**src/rtl/fan_tx_scheduler_if.sv**
```systemverilog
// Signal bundle between the command sources, the burst scheduler and the OOK packet generator.
// The scheduler connects through the slave modport; the environment drives the master side.
interface fan_tx_scheduler_if #(
    parameter int unsigned CMD_W = 3
);
    logic             btn_req;
    logic [CMD_W-1:0] btn_cmd;
    logic             uart_req;
    logic [CMD_W-1:0] uart_cmd;
    logic             sending;
    logic             start_packet;
    logic [CMD_W-1:0] cmd;
    logic             busy;
    logic             grant_src;
    logic             burst_done;
    logic             timeout;

    modport master (
        output btn_req, btn_cmd, uart_req, uart_cmd, sending,
        input  start_packet, cmd, busy, grant_src, burst_done, timeout
    );

    modport slave (
        input  btn_req, btn_cmd, uart_req, uart_cmd, sending,
        output start_packet, cmd, busy, grant_src, burst_done, timeout
    );
endinterface

```
**src/rtl/fan_tx_scheduler.sv**
```systemverilog
// Arbitrates button and UART fan commands onto the shared OOK packet generator, sending each
// granted command as a burst of REPEATS packets separated by GAP_CYCLES idle cycles.
module fan_tx_scheduler #(
    parameter int unsigned CMD_W         = 3,
    parameter int unsigned REPEATS       = 4,
    parameter int unsigned GAP_CYCLES    = 120000,
    parameter int unsigned START_TIMEOUT = 64
) (
    input logic               ref_clk,
    input logic               reset,
    fan_tx_scheduler_if.slave bus_io
);
    localparam int unsigned RepEff = (REPEATS == 0) ? 1 : REPEATS;
    localparam int unsigned GapEff = (GAP_CYCLES == 0) ? 1 : GAP_CYCLES;
    localparam int unsigned RemW   = $clog2(RepEff + 1);
    localparam int unsigned GapW   = $clog2(GapEff + 1);
    localparam int unsigned ToW    = (START_TIMEOUT == 0) ? 1 : $clog2(START_TIMEOUT + 1);

    typedef enum logic [2:0] {StIdle, StStart, StWaitHi, StWaitLo, StGap} state_e;

    state_e           state_q, state_d;
    logic             btn_valid_q, btn_valid_d;
    logic [CMD_W-1:0] btn_cmd_q, btn_cmd_d;
    logic             uart_valid_q, uart_valid_d;
    logic [CMD_W-1:0] uart_cmd_q, uart_cmd_d;
    logic [RemW-1:0]  rem_q, rem_d;
    logic [GapW-1:0]  gap_cnt_q, gap_cnt_d, gap_next;
    logic [ToW-1:0]   to_cnt_q, to_cnt_d, to_next;
    logic             start_packet_q, start_packet_d;
    logic [CMD_W-1:0] cmd_q, cmd_d;
    logic             busy_q, busy_d;
    logic             grant_src_q, grant_src_d;
    logic             burst_done_q, burst_done_d;
    logic             timeout_q, timeout_d;
    logic             grant_btn, grant_uart;

    assign gap_next = (gap_cnt_q == '1) ? gap_cnt_q : gap_cnt_q + 1'b1;
    assign to_next  = (to_cnt_q == '1) ? to_cnt_q : to_cnt_q + 1'b1;

    always_comb begin
        state_d        = state_q;
        rem_d          = rem_q;
        gap_cnt_d      = gap_cnt_q;
        to_cnt_d       = to_cnt_q;
        cmd_d          = cmd_q;
        busy_d         = busy_q;
        grant_src_d    = grant_src_q;
        start_packet_d = 1'b0;
        burst_done_d   = 1'b0;
        timeout_d      = 1'b0;
        grant_btn      = 1'b0;
        grant_uart     = 1'b0;

        unique case (state_q)
            StIdle: begin
                if (btn_valid_q) begin
                    grant_btn   = 1'b1;
                    cmd_d       = btn_cmd_q;
                    grant_src_d = 1'b0;
                end else if (uart_valid_q) begin
                    grant_uart  = 1'b1;
                    cmd_d       = uart_cmd_q;
                    grant_src_d = 1'b1;
                end
                if (btn_valid_q || uart_valid_q) begin
                    rem_d   = RemW'(RepEff);
                    busy_d  = 1'b1;
                    state_d = StStart;
                end
            end
            StStart: begin
                start_packet_d = 1'b1;
                to_cnt_d       = '0;
                state_d        = StWaitHi;
            end
            StWaitHi: begin
                if (bus_io.sending) begin
                    state_d = StWaitLo;
                end else begin
                    to_cnt_d = to_next;
                    // Generator never answered: abandon the whole burst.
                    if (to_next >= ToW'(START_TIMEOUT)) begin
                        timeout_d = 1'b1;
                        busy_d    = 1'b0;
                        rem_d     = '0;
                        state_d   = StIdle;
                    end
                end
            end
            StWaitLo: begin
                if (!bus_io.sending) begin
                    rem_d     = (rem_q == '0) ? rem_q : rem_q - 1'b1;
                    gap_cnt_d = '0;
                    state_d   = StGap;
                end
            end
            StGap: begin
                gap_cnt_d = gap_next;
                if (gap_next >= GapW'(GapEff)) begin
                    if (rem_q != '0) begin
                        state_d = StStart;
                    end else begin
                        burst_done_d = 1'b1;
                        busy_d       = 1'b0;
                        state_d      = StIdle;
                    end
                end
            end
            default: state_d = StIdle;
        endcase
    end

    // A request landing on its own grant edge re-arms the slot; the burst keeps the old command.
    always_comb begin
        btn_valid_d  = btn_valid_q;
        btn_cmd_d    = btn_cmd_q;
        uart_valid_d = uart_valid_q;
        uart_cmd_d   = uart_cmd_q;
        if (bus_io.btn_req) begin
            btn_valid_d = 1'b1;
            btn_cmd_d   = bus_io.btn_cmd;
        end else if (grant_btn) begin
            btn_valid_d = 1'b0;
        end
        if (bus_io.uart_req) begin
            uart_valid_d = 1'b1;
            uart_cmd_d   = bus_io.uart_cmd;
        end else if (grant_uart) begin
            uart_valid_d = 1'b0;
        end
    end

    always_ff @(posedge ref_clk or posedge reset) begin
        if (reset) begin
            state_q        <= StIdle;
            btn_valid_q    <= 1'b0;
            btn_cmd_q      <= '0;
            uart_valid_q   <= 1'b0;
            uart_cmd_q     <= '0;
            rem_q          <= '0;
            gap_cnt_q      <= '0;
            to_cnt_q       <= '0;
            start_packet_q <= 1'b0;
            cmd_q          <= '0;
            busy_q         <= 1'b0;
            grant_src_q    <= 1'b0;
            burst_done_q   <= 1'b0;
            timeout_q      <= 1'b0;
        end else begin
            state_q        <= state_d;
            btn_valid_q    <= btn_valid_d;
            btn_cmd_q      <= btn_cmd_d;
            uart_valid_q   <= uart_valid_d;
            uart_cmd_q     <= uart_cmd_d;
            rem_q          <= rem_d;
            gap_cnt_q      <= gap_cnt_d;
            to_cnt_q       <= to_cnt_d;
            start_packet_q <= start_packet_d;
            cmd_q          <= cmd_d;
            busy_q         <= busy_d;
            grant_src_q    <= grant_src_d;
            burst_done_q   <= burst_done_d;
            timeout_q      <= timeout_d;
        end
    end

    assign bus_io.start_packet = start_packet_q;
    assign bus_io.cmd          = cmd_q;
    assign bus_io.busy         = busy_q;
    assign bus_io.grant_src    = grant_src_q;
    assign bus_io.burst_done   = burst_done_q;
    assign bus_io.timeout      = timeout_q;
endmodule
```
**src/flat_wrapper.sv**
```systemverilog
// flat-port wrapper written by rule: the top's interface ports become plain ports
module fan_tx_scheduler_flat 
#(
    parameter int unsigned CMD_W         = 3,
    parameter int unsigned REPEATS       = 4,
    parameter int unsigned GAP_CYCLES    = 120000,
    parameter int unsigned START_TIMEOUT = 64
)
  (ref_clk, reset, bus_io_btn_req, bus_io_btn_cmd, bus_io_uart_req, bus_io_uart_cmd, bus_io_sending, bus_io_start_packet, bus_io_cmd, bus_io_busy, bus_io_grant_src, bus_io_burst_done, bus_io_timeout);
  fan_tx_scheduler_if #(.CMD_W(CMD_W)) bus_io_i ();
  input logic ref_clk;
  input logic reset;
  input wire logic [$bits(bus_io_i.btn_req)-1:0] bus_io_btn_req;
  input wire logic [$bits(bus_io_i.btn_cmd)-1:0] bus_io_btn_cmd;
  input wire logic [$bits(bus_io_i.uart_req)-1:0] bus_io_uart_req;
  input wire logic [$bits(bus_io_i.uart_cmd)-1:0] bus_io_uart_cmd;
  input wire logic [$bits(bus_io_i.sending)-1:0] bus_io_sending;
  output wire logic [$bits(bus_io_i.start_packet)-1:0] bus_io_start_packet;
  output wire logic [$bits(bus_io_i.cmd)-1:0] bus_io_cmd;
  output wire logic [$bits(bus_io_i.busy)-1:0] bus_io_busy;
  output wire logic [$bits(bus_io_i.grant_src)-1:0] bus_io_grant_src;
  output wire logic [$bits(bus_io_i.burst_done)-1:0] bus_io_burst_done;
  output wire logic [$bits(bus_io_i.timeout)-1:0] bus_io_timeout;
  assign bus_io_i.btn_req = bus_io_btn_req;
  assign bus_io_i.btn_cmd = bus_io_btn_cmd;
  assign bus_io_i.uart_req = bus_io_uart_req;
  assign bus_io_i.uart_cmd = bus_io_uart_cmd;
  assign bus_io_i.sending = bus_io_sending;
  assign bus_io_start_packet = bus_io_i.start_packet;
  assign bus_io_cmd = bus_io_i.cmd;
  assign bus_io_busy = bus_io_i.busy;
  assign bus_io_grant_src = bus_io_i.grant_src;
  assign bus_io_burst_done = bus_io_i.burst_done;
  assign bus_io_timeout = bus_io_i.timeout;
  fan_tx_scheduler #(.CMD_W(CMD_W), .REPEATS(REPEATS), .GAP_CYCLES(GAP_CYCLES), .START_TIMEOUT(START_TIMEOUT)) u_core (.ref_clk(ref_clk), .reset(reset), .bus_io(bus_io_i));
endmodule
```
**config.mk**
```make
export PLATFORM = sky130hd
export DESIGN_NAME = fan_tx_scheduler_flat
export DESIGN_NICKNAME = d
export VERILOG_FILES = /design/src/rtl/fan_tx_scheduler_if.sv /design/src/rtl/fan_tx_scheduler.sv /design/src/flat_wrapper.sv
export SDC_FILE = /design/constraint.sdc
export NUM_CORES = 1
export LEC_CHECK = 0
export ABC_AREA = 1
export CAP_MARGIN = 20
export CORE_MARGIN = 2
export CORE_UTILIZATION = 25
export CTS_CLUSTER_SIZE = 30
export DETAILED_ROUTE_END_ITERATION = 7
export GPL_TIMING_DRIVEN = 0
export PLACE_DENSITY_LB_ADDON = 0.05
export SETUP_SLACK_MARGIN = 0.15
export SLEW_MARGIN = 20
export SYNTH_ARGS = -nofsm -noshare
export SYNTH_HDL_FRONTEND = slang
export SYNTH_SLANG_ARGS = --single-unit
```
**constraint.sdc**
```tcl
create_clock -name ref_clk -period 3.2 [get_ports ref_clk]
set_input_delay 0.64 -clock ref_clk [delete_from_list [all_inputs] [get_ports ref_clk]]
set_output_delay 0.64 -clock ref_clk [all_outputs]
set_load 0.02 [all_outputs]
```
==> impl_results.md, run 1 <==
- Switching fraction of total power: 0.4388
- Number of max-cap violations: 0
- Setup Viol. Count Final: 0
- HPWL after DPL: approximately 5000 µm
- Max Clk Rate: 0.4545 GHz
- Vias in the first global route: 2283
- Die area: 0.01140 mm²
- Hold slack: 0.4838 ns
- Internal power: 1309 µW
- Fillers: 1146
- Leak: 0.001420 µW
- CP Data Required Time: 3.36 ns
- Cts repair resizes: 0
- CTS tree: yes
- Commonest non-fill, non-tap cell in the layout: nand2_1
- Grt met1 use: 0.1611
- Vias: 2304
- Number of synthesized flops with an enable pin: 0
- Worst hold endpoint: u_core.btn_cmd_q[2]
- Outcome: finished, final reports clean
- Netlist cell types: 30
- CTS Hold Bufs: 0
- Clk slew on worst S/H paths: 0.10 ns
- First-pass GRT wire length: 11430 µm
- Remaining Overflow, GRT: 0
- Gr usage total: 0.1278
- Actual transition at the worst max-transition pin: 0.6572 ns
- Total Neg Setup Slack: 0 ns
- Placer Congestion: 0.7669
- R2r startpoint: u_core.state_q[2]
- Critical path class: flip-flop to flip-flop
- HP Class: flip-flop to flip-flop
- DRT Wirelength: between 6000 and 7000 µm
- Register-to-Register Path Depth: 7
- P_sw: 1023 µW
- Post-CTS Setup Inserts: 0
- Share of cells above drive strength 1: 0.08483
- Initial DRC count: 66
- Final period util: 0.6875
- Worst path arrival time: 2.36 ns
- Clk pwr share: 0.171
- Area of the multi-input gates: 0.001230 mm²
- Commonest non-fill, non-tap cells in the layout: nand2_1 (94), inv_1 (55), dfrtp_1 (46), nor2_1 (38), o21ai_0 (33)
- Synthesized area: 0.002640 mm²
- Die H: ~110 µm
- Seq/Total Area, Yosys: 0.4360
- Combinational share of power: 0.424
- CP Launch Type: flip-flop
- YS warnings: 0
- RSZ-0062 raised after global routing: false
- Reg2reg end: u_core.gap_cnt_q[10]
- Crit end category: flip-flop
- Dominant synthesized flop cell: dfrtp_1
- Syn avg cell area: 7.273 µm²
- GR met3 Demand/Resource: 0.02432
- M2 GR Usage: 0.2252
- Avg WL per Cell: 12.82 µm
- Diode count: 0
- GR peak layer: met2
- Vias per std cell: around 4.4
- Asr flop ratio synth: 1.000
- Io pins: 19
- Antenna Nets Post-Route: 0
- FF+latch area: between 0.001 and 0.0015 mm²
- Root Driver: clkbuf_8
- Remaining routing DRC violations: 0
- Hold path depth: 2
- Layout area overhead: 16.97%
- Die Wd: 106.8 µm
- Worst slew margin: 0.5585
- Sequential Power Share: 0.405
- Nets@finish: 403
- Core ar.: 0.01028 mm²
- Power per cell area: 755.2 mW/mm²
- Row count: 37
- Clock tree buffer depth: 2
- # clock sinks: 46
- DRT Pass-1 Iters: 4
- Final Slew Violations: 0
- Worst hold start: u_core.btn_cmd_q[2]
- Flop-to-flop setup slack: between 0.9 and 1 ns
- Initial Util: 0.2569
- Peak VDD IR: 0.0002895 V
- H-tree levels: 2
- Synthesized instance count: 363
- Seq cells post-synth: 46
- Endpoints failing hold: 0
- Tmin final: 2.200 ns
- Largest net degree at the start of global routing: 47
- Clock Skews: 0.007619 ns
- CTS Buf Count: 5
- Clock Latency Late Sink: 0.30 ns
- Initial antenna violation count: 0
- IO Port Bufs: 18
- Mapped Nets: about 380
- Critical-path maximum fanout: 10
## layer usage
metal,vias up,routed length (µm)
li1,1198,-
met4,0,67
met1,1069,3151
met3,8,194
met2,29,3320
met5,-,0
## synthesized netlist by cell type, types with 2 or more instances
cell type	count	area, µm²
a21oi_1	9	45.04
nor2_1	38	142.6
ha_1	4	50.05
clkbuf_1	3	11.26
o22ai_1	8	50.05
nor3_1	3	15.01
nand3b_1	2	15.01
nand2_2	8	50.05
nor2_2	4	25.02
o21ai_1	6	30.03
inv_1	56	210.2
nand2_1	94	352.8
dfrtp_1	46	1151
xor2_1	6	52.55
nand3_1	14	70.07
nand4_1	8	50.05
clkinv_1	2	7.510
nor2_4	3	33.78
nand3_2	2	20.02
inv_2	5	18.77
o21ai_0	33	165.2
## final cells by class
cell class | count | area share
repair buffers | 18 | 0.05835
clock buffers | 7 | 0.02796
well taps | 136 | 0.05511
flip-flops and latches | 46 | 0.3728
multi-input cells | 250 | 0.3983
clock inverters | 1 | 0.002836
plain buffers | 4 | 0.007293
inverters | 63 | 0.07739
## logic make-up (layout without fill, tap and decap cells)
group / after synthesis / in the layout / synth area share
AND/OR/NAND/NOR: 179 / 179 / 0.3024
buffers and inverters: 67 / 93 / 0.09810
XOR/XNOR: 6 / 6 / 0.01991
flip-flops: 46 / 46 / 0.4360
AO/OA/AOI/OAI: 61 / 61 / 0.1247
adder cells (fa/ha/maj): 4 / 4 / 0.01896
## power by group through the flow
| stage | Clock [µW] | Combinational, µW | Sequential [µW] |
|---|---|---|---|
| after floorplan | 0 | 689 | 951 |
| after global placement | 0 | 999 | 958 |
| after detailed placement | 0 | 1010 | 958 |
| after CTS | 425 | 1010 | 948 |
| after global routing | 443 | 1140 | 977 |
| final | 398 | 990 | 945 |
## flip-flops by register name, indices dropped and copies added, names as in the netlist
register                    flops
u_core.bus_io.timeout           1
u_core.uart_cmd_q               3
u_core.bus_io.grant_src         1
u_core.bus_io.start_packet      1
u_core.bus_io.busy              1
u_core.uart_valid_q             1
u_core.to_cnt_q                 7
u_core.state_q                  3
u_core.rem_q                    3
u_core.bus_io.cmd               3
u_core.btn_cmd_q                3
u_core.btn_valid_q              1
u_core.gap_cnt_q               17
u_core.bus_io.burst_done        1
## critical path, cell delays in order (launching register included)
cell and delay, ns:
dfrtp_1 0.42, nor2_1 0.15, inv_2 0.08, nor2_1 0.29, nand2_1 0.21, nand2_1 0.25
clkbuf_1 0.49, o21ai_0 0.16
## through the flow
step | setup slack (ns) | instances | instance area, µm² | total power [µW] | utilization
global route | 0.7289 | 525 | 3088 | 2561 | 0.3005
CTS | 0.8897 | 525 | 3088 | 2382 | 0.3005
floorplan | 1.362 | 363 | 2640 | 1640 | -
detailed placement | 0.7404 | 517 | 2993 | 1964 | 0.2912
global placement | 0.2541 | 517 | 2990 | 1957 | 0.2910
finish | 0.9999 | 525 | 3088 | 2332 | 0.3005
## worst max path at each step
stage	from	endpoint	slack, ns	cells past startpoint
after global routing	u_core.state_q[1]	u_core.gap_cnt_q[16]	0.73	8
after CTS	u_core.state_q[2]	u_core.gap_cnt_q[10]	0.89	7
after global placement	reset	u_core.gap_cnt_q[9]	0.25	2
final	u_core.state_q[2]	u_core.gap_cnt_q[10]	1.0	7
after floorplan	u_core.gap_cnt_q[0]	u_core.bus_io.busy	1.36	15
after detailed placement	bus_io_sending	u_core.gap_cnt_q[9]	0.74	6
(Power assumes the default switching activity.)
==> inputs of run 2 (changes only) <==
Clock period 3.2 ns to 1.9 ns, I/O delays scaled along.
==> run 2 against run 1 <==
Against the previous run: global-route usage grew 0.55 points; setup slack worse by 0.99 ns; register-to-register slack worse by 0.99 ns; sequential share of layout area shrank 5.3 points; critical path depth grew 8; design area increased by 17%; highest routed layer unchanged; core utilization increased by 5.1 points; sequential power grew 72%; total power grew 88%; critical endpoint is now u_core.bus_io.busy.
==> impl_results.md, run 2 (synthesis gave the netlist of run 1 again) <==
- Outcome: finished, final reports clean
- Worst slew margin: 0.6787
- CP Launch Type: flip-flop
- Avg WL per Cell: 12.80 µm
- Crit end category: flip-flop
- Antenna Nets Post-Route: 0
- Vias in the first global route: 2355
- DRT Wirelength: 7077 µm
- Tmin final: 1.888 ns
- Worst path arrival time: 2.09 ns
- Total Neg Setup Slack: 0 ns
- Final period util: 0.9938
- Final Slew Violations: 0
- CTS Hold Bufs: 0
- Setup Viol. Count Final: 0
- Endpoints failing hold: 0
- Crit path max-delay cell type: dfrtp_1
- Initial antenna violation count: 0
- Commonest non-fill, non-tap cells in the layout: nand2_1 (77), inv_1 (53), dfrtp_1 (43), o21ai_0 (31), nor2_1 (23)
- Post-DP Area: approximately 0.0030 mm²
- Number of max-cap violations: 0
- Clock Latency Late Sink: 0.31 ns
- Vias: 2409
- Initial DRC count: 57
- Clock tree buffer depth: 2
- Largest net degree at the start of global routing: 20
- Cell Chain, Critical Path: ha_4, inv_4, nor2_4, nand2_2, nor2_4, nand2_4, buf_12, nand2_4, inv_2, o21ai_2, nand3_2, nand3_4, nand2_2, nand2_1, nand2_1
- HP Class: primary input to asynchronous set/reset pin
- Core ar.: 0.01028 mm²
- Biggest regs: u_core.gap_cnt_q (17), u_core.to_cnt_q (7)
- Root Driver: clkbuf_8
- Critical path class: flip-flop to flip-flop
- H-tree levels: 2
- Largest reg by FF count: u_core.gap_cnt_q
- Fillers: 1126
- # clock sinks: 46
- Layout area overhead: 36.97%
- HPWL after DPL: between 5000 and 6000 µm
- DRT Pass-1 Iters: 5
- RSZ-0062 raised after global routing: true
- Clock Skews: 0.007645 ns
- Vias per std cell: 4.356
- Commonest non-fill, non-tap cell in the layout: nand2_1
- Remaining routing DRC violations: 0
- Gr usage total: 0.1333
- Post-layout instance area: 0.003616 mm²
- Row count: 37
- Leak: 0.001655 µW
- Max Clk Rate: between 0.5 and 0.6 GHz
- First-pass GRT wire length: 11780 µm
- Share of cells above drive strength 1: 0.2638
- Initial Util: 0.2569
- Nets@finish: between 400 and 500
- IO Port Bufs: 18
- CTS tree: yes
- Largest stage delay, worst path: 0.42 ns
- Peak VDD IR: 0.0005009 V
- CP Data Required Time: between 2 and 2.5 ns
- Power per cell area: about 1200 mW/mm²
- Remaining Overflow, GRT: 0
- Io pins: 19
- Clk slew on worst S/H paths: 0.09 ns
- Die Wd: 106.8 µm
- Actual transition at the worst max-transition pin: 0.4819 ns
- Die area: about 0.011 mm²
- Critical-path maximum fanout: 5
- Diode count: 0
- Max reg flops: 17
- CTS Buf Count: 5
- Die H: 106.8 µm
- Placer Congestion: 0.7494
==> run 2: cell types whose count changed in the layout (fill, tap and decap cells not counted), sizes merged <==
cell / before / now
buf: 1 / 30
clkbuf: 10 / 8
inv: 62 / 63
==> run 2: worst max-delay path: cells and delay by family, from the launching register on <==
family | cells | cell delay (ns)
and+or+nand+nor | 10 | 0.79
DFF | 1 | 0.42
buffers and inverters | 3 | 0.25
adders and majority gates | 1 | 0.18
AOI/OAI and AO/OA | 1 | 0.14
==> run 2: area by class of cell <==
cell class	instances	area, µm²	share of cell area
plain buffers	4	36.28	0.01003
clock buffers	6	72.57	0.02007
clock inverters	2	13.76	0.003806
inverters	63	239.0	0.06609
multi-input cells	250	1460	0.4038
flip-flops and latches	46	1155	0.3194
well taps	136	170.2	0.04706
repair buffers	46	469.2	0.1298
==> run 2: path summary, 6_finish.rpt <==
| path | startpoint | end | slack, ns | depth (start not counted) |
|---|---|---|---|---|
| worst max register to register | u_core.gap_cnt_q[1] | u_core.bus_io.busy | 0.01 | 15 |
| min in group ref_clk | u_core.btn_cmd_q[1] | u_core.btn_cmd_q[1] | 0.48 | 2 |
| worst min-delay path | reset | u_core.gap_cnt_q[5] | 0.34 | 2 |
| worst min register to register | u_core.btn_cmd_q[1] | u_core.btn_cmd_q[1] | 0.48 | 2 |
| worst max-delay path | u_core.gap_cnt_q[1] | u_core.bus_io.busy | 0.01 | 15 |
| max in group asynchronous | reset | u_core.to_cnt_q[5] | 0.96 | 4 |
==> run 2: per-stage QoR <==
| step | setup WS (ns) | hold slack, ns | instances | total power, µW | util |
|---|---|---|---|---|---|
| after global placement | -0.7772 | 0.4617 | 517 | 3301 | 0.2913 |
| after floorplan | 0.1531 | 0.4367 | 363 | 2764 | - |
| final | 0.01174 | 0.3422 | 553 | 4380 | 0.3518 |
| after CTS | -0.05109 | 0.3628 | 538 | 4065 | 0.3235 |
| after global routing | -0.1368 | 0.3774 | 553 | 4816 | 0.3518 |
| after detailed placement | -0.2716 | 0.4684 | 519 | 3308 | 0.2967 |
==> run 2: metal layers <==
metal | vias to the layer above | wire length (µm) | share of wire | GRT usage
met4 | 0 | 126 | 0.018 | 0.04638
li1 | 1254 | - | - | -
met3 | 10 | 151 | 0.021 | 0.02310
met2 | 21 | 3563 | 0.50 | 0.2261
met5 | - | 0 | 0 | 0
met1 | 1124 | 3235 | 0.46 | 0.1708
==> run 2: report_power, final <==
group          switching, µW  total [µW]  internal, µW
Clock                    365         625           261
Combinational           1260        2130           863
Sequential               314        1630          1310
Total                   1940        4380          2440
==> run 2: what timing repair did <==
item	CTS	global route
pin swaps	10	18
buffers inserted	10	15
endpoints found under the setup margin	18	32
gates resized for setup	29	53
cloned	1	0
==> inputs of run 3 (changes only) <==
Settings changed: ABC_CLOCK_PERIOD_IN_PS set to 1900, CAP_MARGIN 20 to 0.
==> results of run 3 <==
The final DEF is identical to that of run 2; final timing and power are the same.
